$ cat src/rtl/fir_rr_scheduler.sv
// Round-robin scheduler that time-multiplexes one decimating FIR engine
// between two channels. A granted channel feeds exactly DECIMATION samples
// to the engine, then the single engine result is routed to that channel's
// output FIFO before the next arbitration.
module fir_rr_scheduler #(
    parameter int DATA_SIZE  = 32,
    parameter int DECIMATION = 8
) (
    input  logic                 clock,
    input  logic                 reset,
    input  logic [1:0]           ch_en,
    input  logic [DATA_SIZE-1:0] in0_dout,
    input  logic                 in0_empty,
    output logic                 in0_rd_en,
    input  logic [DATA_SIZE-1:0] in1_dout,
    input  logic                 in1_empty,
    output logic                 in1_rd_en,
    output logic [DATA_SIZE-1:0] fir_x_in,
    output logic                 fir_x_empty,
    input  logic                 fir_x_rd_en,
    output logic                 fir_ch,
    input  logic [DATA_SIZE-1:0] fir_y_out,
    input  logic                 fir_y_wr_en,
    output logic                 fir_y_full,
    output logic [DATA_SIZE-1:0] out0_din,
    output logic                 out0_wr_en,
    input  logic                 out0_full,
    output logic [DATA_SIZE-1:0] out1_din,
    output logic                 out1_wr_en,
    input  logic                 out1_full,
    output logic                 err
);

    localparam int CNT_W = (DECIMATION > 1) ? $clog2(DECIMATION) : 1;
    localparam logic [CNT_W-1:0] CNT_LAST = CNT_W'(DECIMATION - 1);

    typedef enum logic [1:0] {
        IDLE     = 2'd0,
        FEED     = 2'd1,
        WAIT_OUT = 2'd2
    } state_t;

    state_t           r_state;
    logic             r_fir_ch;
    logic             r_last_grant;
    logic             r_err;
    logic [CNT_W-1:0] r_cnt;

    logic       w_feed;
    logic       w_wait;
    logic       w_pop;
    logic [1:0] w_elig;
    logic       w_any;
    logic       w_pref;
    logic       w_winner;
    logic       w_proto_err;

    // Routing windows are gated by reset so every routed output idles at once.
    assign w_feed = (r_state == FEED) && !reset;
    assign w_wait = (r_state == WAIT_OUT) && !reset;

    assign w_elig[0] = ch_en[0] & ~in0_empty & ~out0_full;
    assign w_elig[1] = ch_en[1] & ~in1_empty & ~out1_full;
    assign w_any     = |w_elig;
    // The channel not served last time gets first chance at the grant.
    assign w_pref    = ~r_last_grant;
    assign w_winner  = w_elig[w_pref] ? w_pref : ~w_pref;

    assign w_pop       = w_feed && fir_x_rd_en && !fir_x_empty;
    assign w_proto_err = (fir_y_wr_en && !w_wait) || (fir_x_rd_en && fir_x_empty);

    assign fir_ch = r_fir_ch;
    assign err    = r_err;

    // Steer the engine's virtual input/output FIFOs to the granted channel.
    always_comb begin
        fir_x_in    = '0;
        fir_x_empty = 1'b1;
        in0_rd_en   = 1'b0;
        in1_rd_en   = 1'b0;
        fir_y_full  = 1'b1;
        out0_din    = '0;
        out0_wr_en  = 1'b0;
        out1_din    = '0;
        out1_wr_en  = 1'b0;
        if (w_feed) begin
            if (r_fir_ch) begin
                fir_x_in    = in1_dout;
                fir_x_empty = in1_empty;
                in1_rd_en   = fir_x_rd_en;
            end else begin
                fir_x_in    = in0_dout;
                fir_x_empty = in0_empty;
                in0_rd_en   = fir_x_rd_en;
            end
        end
        if (w_wait) begin
            if (r_fir_ch) begin
                fir_y_full = out1_full;
                out1_din   = fir_y_out;
                out1_wr_en = fir_y_wr_en;
            end else begin
                fir_y_full = out0_full;
                out0_din   = fir_y_out;
                out0_wr_en = fir_y_wr_en;
            end
        end
    end

    // Scheduler FSM: arbitrate, count a full decimation burst, await the result.
    always_ff @(posedge clock or posedge reset) begin
        if (reset) begin
            r_state      <= IDLE;
            r_fir_ch     <= 1'b0;
            r_cnt        <= '0;
            r_last_grant <= 1'b1;
            r_err        <= 1'b0;
        end else begin
            if (w_proto_err) begin
                r_err <= 1'b1;
            end
            case (r_state)
                IDLE: begin
                    if (w_any) begin
                        r_fir_ch <= w_winner;
                        r_cnt    <= '0;
                        r_state  <= FEED;
                    end
                end
                FEED: begin
                    if (w_pop) begin
                        if (r_cnt == CNT_LAST) begin
                            r_cnt   <= '0;
                            r_state <= WAIT_OUT;
                        end else begin
                            r_cnt <= r_cnt + CNT_W'(1);
                        end
                    end
                end
                WAIT_OUT: begin
                    if (fir_y_wr_en) begin
                        r_last_grant <= r_fir_ch;
                        r_state      <= IDLE;
                    end
                end
                default: r_state <= IDLE;
            endcase
        end
    end

endmodule
$ cat config.mk
export PLATFORM = sky130hd
export DESIGN_NAME = fir_rr_scheduler
export DESIGN_NICKNAME = d
export VERILOG_FILES = /design/src/rtl/fir_rr_scheduler.sv
export SDC_FILE = /design/constraint.sdc
export NUM_CORES = 1
export LEC_CHECK = 0
export ABC_AREA = 1
export CAP_MARGIN = 15
export CORE_MARGIN = 2
export CORE_UTILIZATION = 25
export CTS_BUF_LIST = sky130_fd_sc_hd__clkbuf_8
export DETAILED_ROUTE_END_ITERATION = 10
export GPL_TIMING_DRIVEN = 0
export PLACE_DENSITY = 0.86
export SLEW_MARGIN = 20
export SYNTH_ARGS = -nofsm -noshare
export SYNTH_HDL_FRONTEND = slang
export SYNTH_SLANG_ARGS = --single-unit
$ cat constraint.sdc
create_clock -name clock -period 2.3 [get_ports clock]
set_input_delay 0.46 -clock clock [delete_from_list [all_inputs] [get_ports clock]]
set_output_delay 0.46 -clock clock [all_outputs]
set_load 0.03 [all_outputs]
==> run_results.csv, run 1 <==
group,metric,value,unit
yosys,synth_cells,294,
sta,final.min_clock_period,2240,ps
setup_path,crit_type,"in2out",
yosys,synth_edf_count,0,
setup_path,r2r_start,"r_cnt[0]$_DFFE_PP0P_",
place,dpl_cell_area,0.00406,mm²
clock_tree,postCtsHoldBufs,0,
yosys,synth_top_family_by_area,"simple AND/OR/NAND/NOR gates",
pwr,switching_power,0.390,mW
sta,finClkSkew,4.59,ps
cells_and_area,drive_above_1_share,0.382,
pwr,p_clk_frac,0.180,
floorplan,die_width,89.9,µm
yosys,synth_top_area_share,0.171,
yosys,netlist_top_cells_count,"nand2_1 (84), inv_1 (45), nor3_1 (39)",
clock_tree,clockBufferDepth,2,
pwr,p_int,0.578,mW
routing,vias,2750,
pwr,pwr-share-seq,0.194,
pwr,p_total,0.968,mW
floorplan,core,0.00721,mm²
yosys,synthAdderAreaFrac,0.0136,
pwr,power_leakage,1.89,nW
yosys,yosysUniqueCellTypes,25,
clock_tree,cts-htree-levels,1,
floorplan,start_util,0.256,
yosys,synth_flop_cell,"dfrtp_1",
global_route,antenna_found_initial,0,
cells_and_area,final_net_count,622,
yosys,synthTopCellsByArea,"nand2_1 (17%), nor3_2 (16%), a21oi_2 (14%)",
place,place.gp.congestion,0.873,
pwr,pwr-share-comb,0.627,
sta,setup_viol,0,
sta,hold_violations,0,
cells_and_area,antenna_cells,0,
yosys,synth_xor_area_frac,0,
global_route,grt_pass1_vias,2742,
sta,max_freq,0.446,GHz
run,maxCapViolCount,0,
cells_and_area,synthToLayoutAreaGrowth,108,%
routing,drt_iter0_drc,51,
yosys,yosys_warnings,0,
clock_tree,clock_latency,230,ps
yosys,netlist_area,0.00185,mm²
setup_path,crit_path_max_fanout,10,
yosys,netlist.top_cell.by_area,"nand2_1",
setup_path,critical_path_arrival,1780,ps
sta,slew_headroom,0.576,
yosys,synthArstFlopShare,1.00,
routing,routed_wl,8390,µm
pwr,power.density,253,mW/mm²
clock_tree,cts_buffers,3,
routing,routed_via_density,4.49,
routing,drc,0,
clock_tree,tritoncts,"yes",
worst_hold_path,hp-class,"in2async",
yosys,synth.area.mux_share,0,
status,status,"complete, no violations",
sta,finalCritPeriodShare,0.976,
sta,slew_viol_final,0,
floorplan,ios,210,
pwr,ir_drop,438,µV
cells_and_area,final_cell_area,0.00383,mm²
floorplan,dieArea,0.00809,mm²
place,port_buffers,209,
yosys,yosys.area_share.simple,0.510,
yosys,synth_compound_area_frac,0.165,
pwr,swShare,0.403,
clock_tree,clk_pin_slew_worst_paths,40,ps
clock_tree,cts-root-buf,"clkbuf_8",
sta,worstMarginPinSlew,636,ps
place,pre_cts_slack,-724,ps
setup_path,startpoint_type,"input port",
yosys,yosysMostFrequentCell,"nand2_1",
routing,first_pass_iters,4,
routing,ant_nets,0,
setup_path,endpoint_kind,"output port",
setup_path,required,1840,ps
global_route,track_usage,0.196,
yosys,syn_avg_cell_area,6.28,µm²
global_route,grt_first_pass_wirelength,13400,µm
floorplan,die_h,89.9,µm
routing,wl_per_cell,13.7,µm
global_route,grt_overflow,0,
yosys,synth_fp_nets,402,
floorplan,rows,31,
setup_path,cp-startpoint,"reset",
clock_tree,cts.sinks,8,
global_route,grt_max_degree,11,
yosys,ys_ff_latch,8,
place,place_hpwl,6900,µm
yosys,synth-seq-area-share,0.109,
sta,holdWs,477,ps
sta,setup_slack,55.9,ps
## worst max-delay path: stages
cell and delay (ps):
dlygate4sd2_1 320, inv_4 130, nand3_2 120, buf_2 210
nor3_1 150, clkdlybuf4s15_1 390
## sequential cells by signal (all words and copies together), names as in the netlist
name	flops
fir_ch	1
r_last_grant	1
err	1
r_cnt	3
r_state	2
## stage by stage
stage / std cells / TNS [ps] / utilization
6_report: 612 / 0 / 0.531
5_1_grt: 612 / -40.1 / 0.531
4_1_cts: 606 / -41.1 / 0.560
3_5_place_dp: 602 / -55240 / 0.563
3_3_place_gp: 602 / -54130 / 0.563
2_1_floorplan: 294 / 0 / -
## cell families after synthesis
| logic type | after synthesis |
|---|---|
| AND/OR/NAND/NOR | 173 |
| flip-flops | 8 |
| adder cells (fa/ha/maj) | 2 |
| AO/OA/AOI/OAI | 37 |
| buffers and inverters | 74 |
## metal layers
layer / track usage / vias to the layer above / share of wire
li1: - / 1375 / -
met1: 0.221 / 1235 / 0.40
met5: 0 / - / 0
met3: 0.0386 / 18 / 0.061
met4: 0.0321 / 0 / 0.021
met2: 0.385 / 122 / 0.51
## worst paths after layout
| path | to | cells past startpoint | slack [ps] |
|---|---|---|---|
| worst max-delay path | out1_din[8] | 6 | 60 |
| worst max register to register | r_state[1]$_DFFE_PP0P_ | 7 | 960 |
| min in group clock | err$_DFFE_PP0P_ | 2 | 480 |
| max in group asynchronous | r_last_grant$_DFFE_PP1P_ | 3 | 1620 |
| worst min-delay path | r_state[1]$_DFFE_PP0P_ | 3 | 480 |
| worst min register to register | err$_DFFE_PP0P_ | 2 | 480 |
## area by class of cell
type,count,area (µm²)
Buffer,25,198
Clock buffer,3,41.3
Clock inverter,1,3.75
Fill cell,742,3380
Inverter,49,189
Multi-Input combinational cell,212,1270
Sequential cell,8,201
Tap cell,99,124
Timing Repair Buffer,215,1810
## cell usage in the layout, fill, tap and decap left out, types with 5 or more instances in the layout
cell and instances:
buf_6 11, buf_4 6, nor3_1 39, a21oi_2 30
clkdlybuf4s15_2 22, buf_2 57, nand3_1 8, clkbuf_2 24
dfrtp_1 7, nand2_1 84, inv_1 46, clkdlybuf4s50_1 106
nor3_2 30, dlygate4sd2_1 5, clkdlybuf4s15_1 5, nor2_1 6
## timing repair
item,CTS,global route
endpoints found under the setup margin,102,85
resized for setup,329,106
buffers inserted,0,6
## power groups by stage
stage / logic, mW / registers (mW) / clock network [mW]
after global routing: 0.662 / 0.191 / 0.188
after CTS: 0.617 / 0.186 / 0.176
after floorplan: 0.323 / 0.184 / 0
after detailed placement: 0.635 / 0.188 / 0
final: 0.606 / 0.188 / 0.174
after global placement: 0.620 / 0.186 / 0
Power figures use the tool's default switching activity.
==> run 2, diff against run 1 <==
Settings changed: CELL_PAD_IN_SITES_DETAIL_PLACEMENT from default to 1, CELL_PAD_IN_SITES_GLOBAL_PLACEMENT from default to 1, CORE_UTILIZATION 25 to 18, PLACE_DENSITY 0.86 to 0.95.
==> run 2 against run 1 <==
  * Total power rose by 2.1%
  * Combinational power rose by 3%
  * Sequential power hardly changed
  * Final area increased by 0.33%
  * Clock power is essentially flat
  * Via count is 2.9% higher
  * Non-clock buffer count is 5 lower
  * Setup slack better by 6.3 ps
  * Critical endpoint is now out1_din[13]
  * Highest routed layer unchanged
==> run_results.csv, run 2 (same netlist as run 1, synthesis figures left out) <==
group,metric,value,unit
sta,finalCritPeriodShare,0.973,
setup_path,slowest_stage,"dlygate4sd2_1",
global_route,grt_first_pass_wirelength,15800,µm
clock_tree,cts_buffers,3,
setup_path,crit_top_cell,"dlygate4sd2_1",
setup_path,r2r_start,"r_cnt[0]$_DFFE_PP0P_",
run,maxCapViolCount,0,
routing,top_layer,"met4",
floorplan,die_width,105,µm
clock_tree,cts-htree-levels,1,
global_route,antenna_found_initial,0,
routing,ant_nets,0,
sta,hold_violations,0,
routing,dr_wl_met3,730,µm
setup_path,startpoint_type,"input port",
worst_hold_path,hp-class,"reg2reg",
cells_and_area,final_cells,641,
global_route,track_usage,0.176,
pwr,p_total,0.988,mW
routing,vias,2829,
clock_tree,clk_pin_slew_worst_paths,40,ps
pwr,power_leakage,1.87,nW
sta,slew_headroom,0.537,
setup_path,crit_path_max_fanout,10,
setup_path,endpoint_kind,"output port",
cells_and_area,largest_register_ffs,3,
routing,wl_per_cell,16.2,µm
pwr,power.density,257,mW/mm²
setup_path,cp_num_buf_inv,4,
cells_and_area,top_regs,"r_cnt (3), r_state (2)",
clock_tree,postCtsHoldBufs,0,
clock_tree,cts.sinks,8,
setup_path,crit_type,"in2out",
global_route,grt_pass1_vias,3045,
routing,routed_via_density,4.41,
cells_and_area,synthToLayoutAreaGrowth,108,%
setup_path,critical_path_arrival,1780,ps
floorplan,core,0.00986,mm²
status,status,"complete, no violations",
sta,setup_viol,0,
cells_and_area,antenna_cells,0,
global_route,grt_overflow,0,
clock_tree,clockBufferDepth,2,
sta,slew_viol_final,0,
routing,drc,0,
setup_path,cp_cell_sequence,"dlygate4sd2_1 -> inv_4 -> nand3_2 -> buf_2 -> nor3_1 -> dlygate4sd2_1",
sta,max_freq,0.447,GHz
place,place_hpwl,8810,µm
cells_and_area,final_common_cell,"clkdlybuf4s50_1",
routing,drt_iter0_drc,52,
place,port_buffers,209,
floorplan,dieArea,0.0111,mm²
sta,final.min_clock_period,2240,ps
global_route,grt_max_degree,11,
clock_tree,tritoncts,"yes",
sta,finClkSkew,2.33,ps
routing,routed_wl,10400,µm
routing,wl_met1,3860,µm
clock_tree,cts-root-buf,"clkbuf_8",
setup_path,path_delay_family,"buffers and inverters",
place,place.gp.congestion,0.857,
cells_and_area,drive_above_1_share,0.372,
floorplan,die_h,105,µm
cells_and_area,top_register,"r_cnt",
place,placedCellCount,636,
setup_path,required,1840,ps
pwr,ir_drop,317,µV
cells_and_area,final_cell_mix,"clkdlybuf4s50_1 (106), nand2_1 (84), buf_2 (46), inv_1 (46), nor3_1 (39)",
routing,routed-wl-met2,5680,µm
sta,rsz0062_at_grt,"no",
sta,worstMarginPinSlew,694,ps
cells_and_area,final_cell_area,0.00384,mm²
setup_path,rr_endpoint,"r_state[1]$_DFFE_PP0P_",
setup_path,worst-path-stages,6,
setup_path,cp-endpoint,"out1_din[13]",
floorplan,start_util,0.187,
clock_tree,clock_latency,230,ps
setup_path,cp-startpoint,"reset",
setup_path,reg2reg_depth,7,
floorplan,rows,36,
routing,first_pass_iters,4,
floorplan,ios,210,
setup_path,max_stage_delay,430,ps
place,dpl_cell_area,0.00410,mm²
cells_and_area,final_net_count,617,
sta,holdWs,483,ps
setup_path,rrSetupSlack,940,ps
-- run 2: changes by cell type in the layout (fill, tap and decap cells not counted) --
cell | before | now
buf_1 | 1 | 2
buf_2 | 57 | 46
clkdlybuf4s15_2 | 22 | 23
buf_4 | 6 | 3
clkdlybuf4s15_1 | 5 | 4
dlygate4sd2_1 | 5 | 7
clkbuf_2 | 24 | 32
clkbuf_4 | 3 | 1
-- run 2: metal layers --
layer	global-route usage	vias up
met5	0	-
met3	0.0451	14
met4	0.0286	0
li1	-	1360
met2	0.353	119
met1	0.184	1336
-- run 2: area by class of cell --
cell class / count / area (µm²)
Buffer: 25 / 199
Clock buffer: 3 / 41.3
Clock inverter: 1 / 3.75
Fill cell: 1262 / 6020
Inverter: 49 / 189
Multi-Input combinational cell: 212 / 1270
Sequential cell: 8 / 201
Tap cell: 133 / 166
Timing Repair Buffer: 210 / 1770
-- run 2: timing repair --
item | 4_1_cts | 5_1_grt
endpoints found under the setup margin | 102 | 37
buffers inserted | 1 | 0
resized for setup | 337 | 72
-- run 2: worst min path at each step --
stage / start / to / cells after the start
final: err$_DFFE_PP0P_ / err$_DFFE_PP0P_ / 2
after global routing: reset / r_state[1]$_DFFE_PP0P_ / 3
after CTS: reset / r_state[1]$_DFFE_PP0P_ / 3
after detailed placement: err$_DFFE_PP0P_ / err$_DFFE_PP0P_ / 2
after global placement: err$_DFFE_PP0P_ / err$_DFFE_PP0P_ / 2
after floorplan: reset / err$_DFFE_PP0P_ / 1
-- run 2: through the flow --
| step | setup WS [ps] | utilization | setup TNS [ps] |
|---|---|---|---|
| after floorplan | 112 | - | 0 |
| after global placement | -738 | 0.416 | -56370 |
| after detailed placement | -809 | 0.416 | -59590 |
| after CTS | -0.0210 | 0.404 | -0.0210 |
| after global routing | 0.692 | 0.390 | 0 |
| final | 62.1 | 0.390 | 0 |
-- run 2: worst register-to-register path: stages (launching register included) --
cell	delay (ps)
dfrtp_1	400
ha_1	210
ha_1	170
nand3b_1	210
nand2_1	100
inv_1	40
nand2_1	50
o21bai_1	60
-- run 2: report_power, final --
part           switching [mW]  internal (mW)
clock network          0.0606          0.116
registers              0.0199          0.168
logic                   0.330          0.293
total                   0.411          0.577
